===== config.mk =====
export PLATFORM = sky130hd
export DESIGN_NAME = bcd_lcd_writer
export DESIGN_NICKNAME = d
export VERILOG_FILES = /design/src/rtl/bcd_lcd_writer.sv
export SDC_FILE = /design/constraint.sdc
export NUM_CORES = 1
export LEC_CHECK = 0
export ABC_AREA = 1
export CORE_UTILIZATION = 30
export DETAILED_ROUTE_END_ITERATION = 12
export GPL_TIMING_DRIVEN = 0
export HOLD_SLACK_MARGIN = 0.06
export SLEW_MARGIN = 20
export SYNTH_ARGS = -nofsm -noshare
export SYNTH_HDL_FRONTEND = slang
export SYNTH_SLANG_ARGS = --single-unit

===== constraint.sdc =====
create_clock -name clk -period 1.6 [get_ports clk]
set_clock_uncertainty 0.2 [all_clocks]
set_input_delay 0.16 -clock clk [delete_from_list [all_inputs] [get_ports clk]]
set_output_delay 0.16 -clock clk [all_outputs]
set_load 0.05 [all_outputs]

===== src/rtl/bcd_lcd_writer.sv =====
// Streams one packed-BCD value to the ST7920 byte driver: a DDRAM address
// command, three ASCII digits (optionally leading-zero blanked) and a pad space.
module bcd_lcd_writer #(
    parameter logic [7:0] DDRAM_ADDR    = 8'h80,
    parameter logic       BLANK_LEADING = 1'b1
) (
    input  logic        clk,
    input  logic        rst_n,
    input  logic [11:0] bcd_in,
    input  logic        start,
    output logic        busy,
    output logic        done,
    output logic [7:0]  out_data,
    output logic        out_rs,
    output logic        out_valid,
    input  logic        out_ready,
    output logic [2:0]  dbg_state
);

    // Byte handshake: a byte transfers on a rising edge where out_valid && out_ready.
    // Once raised, out_valid, out_data and out_rs hold until that handshake.
    typedef enum logic [2:0] {
        IDLE = 3'd0,
        ADDR = 3'd1,
        HUND = 3'd2,
        TENS = 3'd3,
        ONES = 3'd4,
        PAD  = 3'd5,
        FIN  = 3'd6
    } state_t;

    state_t      state, state_d;
    logic [11:0] bcd_q;
    logic        load;
    logic        hs;
    logic        lead_h, lead_t;
    logic [7:0]  hund_ch, tens_ch, ones_ch;
    logic [7:0]  data_d;
    logic        rs_d, valid_d, done_d;

    function automatic logic [7:0] to_ascii(input logic [3:0] d);
        return (d > 4'd9) ? 8'h3F : (8'h30 + {4'h0, d});
    endfunction

    assign dbg_state = state;
    assign hs        = out_valid && out_ready;

    // Invalid nibbles are non-zero, so they stop blanking like any real digit.
    assign lead_h  = BLANK_LEADING && (bcd_q[11:8] == 4'd0);
    assign lead_t  = lead_h && (bcd_q[7:4] == 4'd0);
    assign hund_ch = lead_h ? 8'h20 : to_ascii(bcd_q[11:8]);
    assign tens_ch = lead_t ? 8'h20 : to_ascii(bcd_q[7:4]);
    assign ones_ch = to_ascii(bcd_q[3:0]);

    always_comb begin
        state_d = state;
        load    = 1'b0;
        case (state)
            // FIN is the done cycle; busy is already low, so a start there is taken.
            IDLE, FIN: begin
                if (start) begin
                    state_d = ADDR;
                    load    = 1'b1;
                end else begin
                    state_d = IDLE;
                end
            end
            ADDR:    if (hs) state_d = HUND;
            HUND:    if (hs) state_d = TENS;
            TENS:    if (hs) state_d = ONES;
            ONES:    if (hs) state_d = PAD;
            PAD:     if (hs) state_d = FIN;
            default: state_d = IDLE;
        endcase
    end

    // Outputs are decoded from the next state so they are registered with it.
    always_comb begin
        data_d  = 8'h00;
        rs_d    = 1'b0;
        valid_d = 1'b0;
        done_d  = 1'b0;
        case (state_d)
            ADDR: begin data_d = DDRAM_ADDR; valid_d = 1'b1; end
            HUND: begin data_d = hund_ch; rs_d = 1'b1; valid_d = 1'b1; end
            TENS: begin data_d = tens_ch; rs_d = 1'b1; valid_d = 1'b1; end
            ONES: begin data_d = ones_ch; rs_d = 1'b1; valid_d = 1'b1; end
            PAD:  begin data_d = 8'h20;   rs_d = 1'b1; valid_d = 1'b1; end
            FIN:  done_d = 1'b1;
            default: ;
        endcase
    end

    always_ff @(posedge clk or negedge rst_n) begin
        if (!rst_n) begin
            state     <= IDLE;
            bcd_q     <= 12'h000;
            out_data  <= 8'h00;
            out_rs    <= 1'b0;
            out_valid <= 1'b0;
            busy      <= 1'b0;
            done      <= 1'b0;
        end else begin
            state     <= state_d;
            out_data  <= data_d;
            out_rs    <= rs_d;
            out_valid <= valid_d;
            busy      <= valid_d;
            done      <= done_d;
            if (load) bcd_q <= bcd_in;
        end
    end

endmodule


==> out/results.ini, run 1 <==
[timing]
worst_pin_slew_ps = 522
whs_ps = 197
rsz0062_at_grt = no
slew_headroom = 0.652
setup_viol = 0
period_minus_slack_ps = 1570
clock.fmax_mhz = 639
fin_crit_sh = 0.978
hold_viol_final = 0
maxSlewViolCount = 0

[worst_setup_path]
path_cells = clkdlybuf4s15_1
slowest_delay_ps = 510
critical_path.slowest_cell = clkdlybuf4s15_1
worstPathMaxFanout = 6
worst_setup_path_end_kind = output pin
crit_arrival_ps = 1210
crit_type = flip-flop to output pin
critPathBufInv = 1
cp.required_ps = 1240
crit_family = buffers and inverters
start_kind = flip-flop

[clocking]
cts_sinks = 24
clock_latency_ps = 260
cts.clk_slew.worst_paths_ps = 80
cts_max_level = 1
cts_tree = yes
cts_buffers = 3
clk_path_buf_depth = 2
cts-root-buf = clkbuf_8

[global_routing]
grtUsageTotal = 0.125
grt_pass1_vias = 917
grt_max_degree = 25
antenna_found_initial = 0
grt.overflow.total = 0
grt_pass1_wl_um = 3960

[worst_hold_path]
min_path_type = input port to async pin

[pwr]
switching_share = 0.490
p_leak_uw = 0.000785
ir_worst_vdd_mv = 0.608
p_per_area_nw_per_um2 = 2130
power.share.clock = 0.121
p_sw_uw = 1640
combPwrFrac = 0.567
internal_power_uw = 1710
seqPwrFrac = 0.312

[layout]
utilization = 0.428
num_antenna_cells = 0
drive_gt1_frac = 0.189
stdcell_area_um2 = 1580
nets = 186
synthToLayoutAreaGrowth_pct = 35.3
nFillCells = 390

[detailed_routing]
wl_um = 2310
first_pass_iters = 4
vias = 1005
drt_iter0_drc = 21
antenna_left = 0
drc = 0
wl_per_cell_um = 10.6
via_per_inst = 4.63

[placement]
place_area_um2 = 1520
place.gp.congestion = 0.909
detailed_place_hpwl_um = 1760
port_buffers = 29

[logic_synthesis]
synth_area_leaders = dfrtp_1, nand2_1, o21ai_0
synth_edf_count = 0
syn_avg_cell_area_um2 = 8.77
ys.flop_type = dfrtp_1
syn_nets = 149
yosysMostFrequentCell = nand2_1
ys_seq_area_frac = 0.515
synth_common_cells = nand2_1, dfrtp_1, o21ai_0, inv_1, nand3_1
synth.largest_area_cell = dfrtp_1
synthArstFlopShare = 1.00
synth_top_cell_area_share = 0.515
synth.cell_area_um2 = 1170
ys_warn_count = 0
postSynthCellCount = 133
synth_cell_type_count = 22
ys_ff_latch = 24

[floorplan]
die_area_um2 = 4140
initial_utilization = 0.316
chipWidth_um = 64.3
rows = 22
core_um2 = 3690
dieHeight_um = 64.3
io_pins = 31

[run]
maxCapViolations = 0

[status]
status = finished, final reports clean

[power by group through the flow]
stage | sequential, µW | clock [µW] | combinational (µW)
2_1_floorplan | 1420 | 0 | 1060
3_3_place_gp | 1050 | 0 | 1940
3_5_place_dp | 1060 | 0 | 1970
4_1_cts | 1040 | 420 | 1890
5_1_grt | 1080 | 450 | 2080
6_report | 1050 | 406 | 1900
[metal layers]
layer	wire [µm]	track usage
met5	0	0
met4	34	0.0639
met3	120	0.0214
met2	1040	0.205
met1	1120	0.156
[cell usage in the layout, fill, tap and decap left out, types with 2 or more instances in the layout]
cell and instances:
buf_2 2, buf_4 7, clkbuf_2 2, clkbuf_8 4, clkdlybuf4s15_1 2, clkdlybuf4s50_1 14, dfrtp_1 20, dfrtp_2 4
dlygate4sd2_1 9, inv_1 16, inv_2 2, nand2_1 27, nand2_2 3, nand2_4 2, nand3_1 14, nand4_1 9
nor2_1 2, o21ai_0 18
[final cells by class]
cell class	count	area, µm²	area share
inverters	19	73.8	0.0468
well taps	48	60.1	0.0381
clock buffers	4	55.1	0.0349
repair buffers	32	287	0.182
multi-input cells	84	450	0.285
plain buffers	6	46.3	0.0293
flip-flops and latches	24	606	0.384
[path summary, 6_finish.rpt]
check	from	end	slack, ps	cells after the start
min in group clk	bcd_in[4]	bcd_q[4]$_DFFE_PN0P_	230	3
max in group asynchronous	rst_n	dbg_state[2]$_DFF_PN0_	630	2
setup / recovery	dbg_state[0]$_DFF_PN0_	dbg_state[0]	30	1
hold reg to reg	bcd_q[0]$_DFFE_PN0P_	bcd_q[0]$_DFFE_PN0P_	290	2
hold / removal	rst_n	bcd_q[8]$_DFFE_PN0P_	200	2
setup reg to reg	dbg_state[0]$_DFF_PN0_	out_data[2]$_DFF_PN0_	80	7
[per-stage QoR]
stage / setup TNS, ps / setup WS, ps / cells / power, µW
after floorplan: 0 / 57.9 / 133 / 2480
after global placement: -2370 / -144 / 210 / 2990
after detailed placement: -2650 / -147 / 210 / 3030
after CTS: 0 / 8.58 / 214 / 3350
after global routing: 0 / 9.44 / 217 / 3610
final: 0 / 34.5 / 217 / 3360
[sequential cells by signal, indices dropped and copies added, names as in the netlist]
register and flops:
dbg_state 3, done 1, bcd_q 12, out_data 7, out_valid 1
[timing repair]
action,in CTS,in global routing
endpoints found under the hold margin,0,24
hold buffers,0,1
resized for setup,16,8
setup buffers,0,2
setup endpoints to repair,14,18
[kinds of logic (layout without fill, tap and decap cells)]
group           after synthesis  count (layout)  share of synthesized area
simple gates                 60              60                      0.265
other cells                   1               1                    0.00322
buf+inv                      25              61                      0.101
flops                        24              24                      0.515
compound gates               23              23                      0.116
Power figures use the tool's default switching activity.
==> run 2, diff against run 1 <==
- SKIP_LAST_GASP: default -> 1
- clock period: 1.6 -> 1.7 ns (I/O delays scaled with it)
==> run 2 against run 1 <==
Count of clock-buffer cells in the layout is the same. First-iteration DRC count is 9.5% higher. Non-clock buffer count unchanged. Critical endpoint is now out_valid. Critical path type unchanged. Core utilization unchanged. Combinational power decreased by 6%. Cell area unchanged. Sequential power fell by 8%. Sequential share of layout area fell by 0.16 points.
==> out/results.ini, run 2 (synthesis gave the netlist of run 1 again) <==
[worst_setup_path]
start_kind = flip-flop
cp.required_ps = 1330
worst_setup_path_end_kind = output pin
worstPathMaxFanout = 4
crit_type = flip-flop to output pin
crit_arrival_ps = 1260

[pwr]
p_leak_uw = 0.000795
ir_worst_vdd_mv = 0.547
switching_share = 0.491
combPwrFrac = 0.570
seqPwrFrac = 0.308
p_sw_uw = 1540
power.share.clock = 0.122
internal_power_uw = 1600
p_per_area_nw_per_um2 = 1990

[timing]
finalSetupTns_ps = 0
hold_viol_final = 0
maxSlewViolCount = 0
worst_pin_slew_ps = 536
fin_crit_sh = 0.956
period_minus_slack_ps = 1630
setup_viol = 0
clock.fmax_mhz = 615
slew_headroom = 0.643

[placement]
port_buffers = 29
place.gp.congestion = 0.912
detailed_place_hpwl_um = 1800
dp_cells = 210

[clocking]
cts_sinks = 24
cts.clk_slew.worst_paths_ps = 80
clk_path_buf_depth = 2
cts-root-buf = clkbuf_8
cts_buffers = 3
cts_max_level = 1
cts_tree = yes
clock_latency_ps = 260

[global_routing]
grt_pass1_vias = 924
antenna_found_initial = 0
grt_max_degree = 25
grt_pass1_wl_um = 4110
grt.overflow.total = 0
grtUsageTotal = 0.129

[detailed_routing]
antenna_left = 0
wl_um = 2420
vias = 990
drt_iter0_drc = 23
drc = 0
via_per_inst = 4.56
wl_per_cell_um = 11.2
first_pass_iters = 4

[run]
maxCapViolations = 0

[worst_hold_path]
min_path_type = input port to async pin

[layout]
nFillCells = 379
drive_gt1_frac = 0.148
layout_commonest_cell = nand2_1
synthToLayoutAreaGrowth_pct = 35.3
nets = 186
seq_area_um2 = 603
top_register = bcd_q
largest_reg_flops = 12
num_antenna_cells = 0
final_cells = 217
final_cell_mix = nand2_1, dfrtp_1, o21ai_0
multi_input_area_um2 = 448

[floorplan]
chipWidth_um = 64.3
initial_utilization = 0.316
dieHeight_um = 64.3
io_pins = 31
die_area_um2 = 4140
core_um2 = 3690
rows = 22

[status]
status = finished, final reports clean

==> run 2: changes by cell type in the layout (fill, tap and decap cells not counted), moves of 2 or more <==
cell and change:
dfrtp_1 +2, dfrtp_2 -2, clkbuf_2 -2, dlygate4sd2_1 +4
==> run 2: metrics by stage <==
step / setup WS [ps] / utilization / total power [µW] / area [µm²] / hold WS (ps)
final: 74.0 / 0.428 / 3140 / 1580 / 211
after global routing: -0.977 / 0.428 / 3390 / 1580 / 260
after CTS: 49.5 / 0.422 / 3140 / 1560 / 234
after detailed placement: -101 / 0.412 / 2840 / 1520 / 255
after global placement: -50.7 / 0.412 / 2800 / 1520 / 256
after floorplan: 15.4 / - / 2330 / 1170 / -326
==> run 2: path summary, 6_finish.rpt <==
path | slack [ps] | startpoint | cells after the start | to
min reg2reg | 270 | bcd_q[0]$_DFFE_PN0P_ | 2 | bcd_q[0]$_DFFE_PN0P_
min | 210 | rst_n | 2 | bcd_q[8]$_DFFE_PN0P_
max reg2reg | 140 | dbg_state[0]$_DFF_PN0_ | 7 | out_data[0]$_DFF_PN0_
min in group clk | 250 | bcd_in[4] | 3 | bcd_q[4]$_DFFE_PN0P_
max in group asynchronous | 700 | rst_n | 2 | out_valid$_DFF_PN0_
max | 70 | out_valid$_DFF_PN0_ | 2 | out_valid
==> run 2: layer usage <==
metal / global-route usage / vias up / part of all wire
met3: 0.0196 / 4 / 0.048
li1: - / 506 / -
met2: 0.212 / 31 / 0.48
met4: 0.0750 / 0 / 0.015
met1: 0.161 / 449 / 0.46
met5: 0 / - / 0
==> run 2: final cells by class <==
type	count	area share
inverters	19	0.0452
plain buffers	6	0.0293
multi-input cells	84	0.284
well taps	48	0.0381
clock buffers	4	0.0349
repair buffers	32	0.186
flip-flops and latches	24	0.382
==> run 2: power by group through the flow <==
| stage | Sequential, µW | Clock (µW) | Combinational, µW |
|---|---|---|---|
| 3_3_place_gp | 984 | 0 | 1820 |
| 3_5_place_dp | 987 | 0 | 1850 |
| 4_1_cts | 970 | 401 | 1770 |
| 6_report | 967 | 384 | 1790 |
| 5_1_grt | 1000 | 425 | 1960 |
| 2_1_floorplan | 1330 | 0 | 999 |
==> run 2: repair_timing <==
action                                 CTS  global route
hold buffers                             0             1
resized for setup                       14             1
endpoints found under the hold margin    0            24
pin swaps                                0             0
setup endpoints to repair               14             3
buffers inserted                         0             2
==> run 2: worst max-delay path, cell delays in order (launching register included) <==
cell and delay, ps:
dfrtp_2 430, buf_4 130, clkdlybuf4s15_1 430
==> run 3, diff against run 2 <==
- CORE_MARGIN: default -> 2
- SKIP_CTS_REPAIR_TIMING: default -> 1
==> run 3 against run 2 <==
Power up 5.3%. First-iteration DRC count up 52%. Worst setup slack better by 67 ps. Routed wire length down 4.0%. Global-route usage decreased by 1.0 points. Flip-flop and latch count is the same. Clock power grew 30%. Combinational power is 3% higher. Critical path type is now flip-flop to flip-flop. Non-clock buffer count down 1. Count of clock-buffer cells in the layout fell by 1. Core utilization grew 1.6 points.
==> out/results.ini, run 3 (synthesis gave the netlist of run 1 again) <==
[clocking]
cts-root-buf = clkbuf_8
cts_buffers = 3
cts_tree = yes
clk_path_buf_depth = 2
cts_sinks = 24
cts.clk_slew.worst_paths_ps = 90
clock_latency_ps = 260
cts_max_level = 1

[worst_hold_path]
min_path_type = input port to async pin

[run]
maxCapViolations = 0

[timing]
finalSetupTns_ps = 0
fin_crit_sh = 0.917
setup_viol = 0
hold_viol_final = 0
period_minus_slack_ps = 1560
worst_pin_slew_ps = 528
clock.fmax_mhz = 641
whs_ps = 208
rsz0062_at_grt = no
slew_headroom = 0.648
maxSlewViolCount = 0

[floorplan]
die_area_um2 = 4400
dieHeight_um = 66.3
io_pins = 31
rows = 22
core_um2 = 3690
initial_utilization = 0.316
chipWidth_um = 66.3

[global_routing]
grt_max_degree = 25
grt_pass1_wl_um = 3970
antenna_found_initial = 0
grt.overflow.total = 0
grt_pass1_vias = 917
grtUsageTotal = 0.119

[pwr]
p_total_uw = 3310
power.share.clock = 0.151
p_per_area_nw_per_um2 = 2020
combPwrFrac = 0.556
p_leak_uw = 0.000942
internal_power_uw = 1770
switching_share = 0.464
seqPwrFrac = 0.294
ir_worst_vdd_mv = 0.631
p_sw_uw = 1540

[layout]
num_antenna_cells = 0
layout_commonest_cell = nand2_1
drive_gt1_frac = 0.143
nFillCells = 377
final_cell_mix = nand2_1, dfrtp_1, o21ai_0
largest_reg_flops = 12
nets = 185
final_cells = 216
top_register = bcd_q
utilization = 0.444
synthToLayoutAreaGrowth_pct = 40.5

[detailed_routing]
antenna_left = 0
drc = 0
wl_per_cell_um = 10.8
via_per_inst = 4.65
first_pass_iters = 4
drt_iter0_drc = 35
wl_um = 2320
vias = 1005

[worst_setup_path]
worst_setup_path_end_kind = flip-flop
worstPathMaxFanout = 10
crit_arrival_ps = 1500
crit_type = flip-flop to flip-flop
start_kind = flip-flop
cp.required_ps = 1650

[placement]
place.gp.congestion = 0.897
detailed_place_hpwl_um = 1800
port_buffers = 29
dp_cells = 210

[status]
status = finished, final reports clean

## run 3: cell types whose count changed in the layout (fill, tap and decap cells not counted)
cell / change
bufinv_16: +1
buf_4: -1
clkbuf_8: -1
dlygate4sd2_1: -13
clkdlybuf4s15_1: -1
dlymetal6s2s_1: +14
## run 3: power by group through the flow
stage | clock (µW) | sequential [µW] | combinational [µW]
after global placement | 0 | 984 | 1820
after CTS | 512 | 976 | 1850
after floorplan | 0 | 1330 | 999
after global routing | 541 | 1000 | 2020
final | 498 | 972 | 1840
after detailed placement | 0 | 988 | 1850
## run 3: layer usage
metal	global-route usage	up-vias	share of wire
li1	-	509	-
met1	0.144	446	0.45
met2	0.203	46	0.47
met3	0.0221	4	0.070
met4	0.0561	0	0.014
met5	0	-	0
## run 3: cell type report
cell class / count / area (µm²) / share of cell area
sequential: 24 / 603 / 0.368
buffer: 6 / 46.3 / 0.0283
multi-input combinational: 84 / 448 / 0.273
tap: 48 / 60.1 / 0.0367
clock inverter: 1 / 30.0 / 0.0183
inverter: 19 / 71.3 / 0.0435
timing repair buffer: 31 / 338 / 0.206
clock buffer: 3 / 41.3 / 0.0252
## run 3: metrics by stage
| step | area (µm²) | setup WS (ps) |
|---|---|---|
| after floorplan | 1170 | 15.4 |
| after global placement | 1520 | -58.1 |
| after detailed placement | 1520 | -84.3 |
| after CTS | 1590 | -226 |
| after global routing | 1640 | 18.9 |
| final | 1640 | 141 |
## run 3: critical path, stage by stage (launching register included)
cell     delay, ps
dfrtp_1        450
inv_1          140
nand2_1        110
a21oi_4        180
a21oi_2         60
buf_6          140
nand4_1         80
nand3_1         90
## run 3: path summary, 6_finish.rpt
kind                                        startpoint               endpoint  slack (ps)  cells past startpoint
worst max-delay path            dbg_state[0]$_DFF_PN0_  out_data[0]$_DFF_PN0_         140                      7
worst min-delay path                             rst_n   bcd_q[8]$_DFFE_PN0P_         210                      2
worst max register to register  dbg_state[0]$_DFF_PN0_  out_data[0]$_DFF_PN0_         140                      7
worst min register to register    bcd_q[0]$_DFFE_PN0P_   bcd_q[0]$_DFFE_PN0P_         280                      2
max in group asynchronous                        rst_n    out_valid$_DFF_PN0_         700                      2
min in group clk                             bcd_in[4]   bcd_q[4]$_DFFE_PN0P_         240                      3
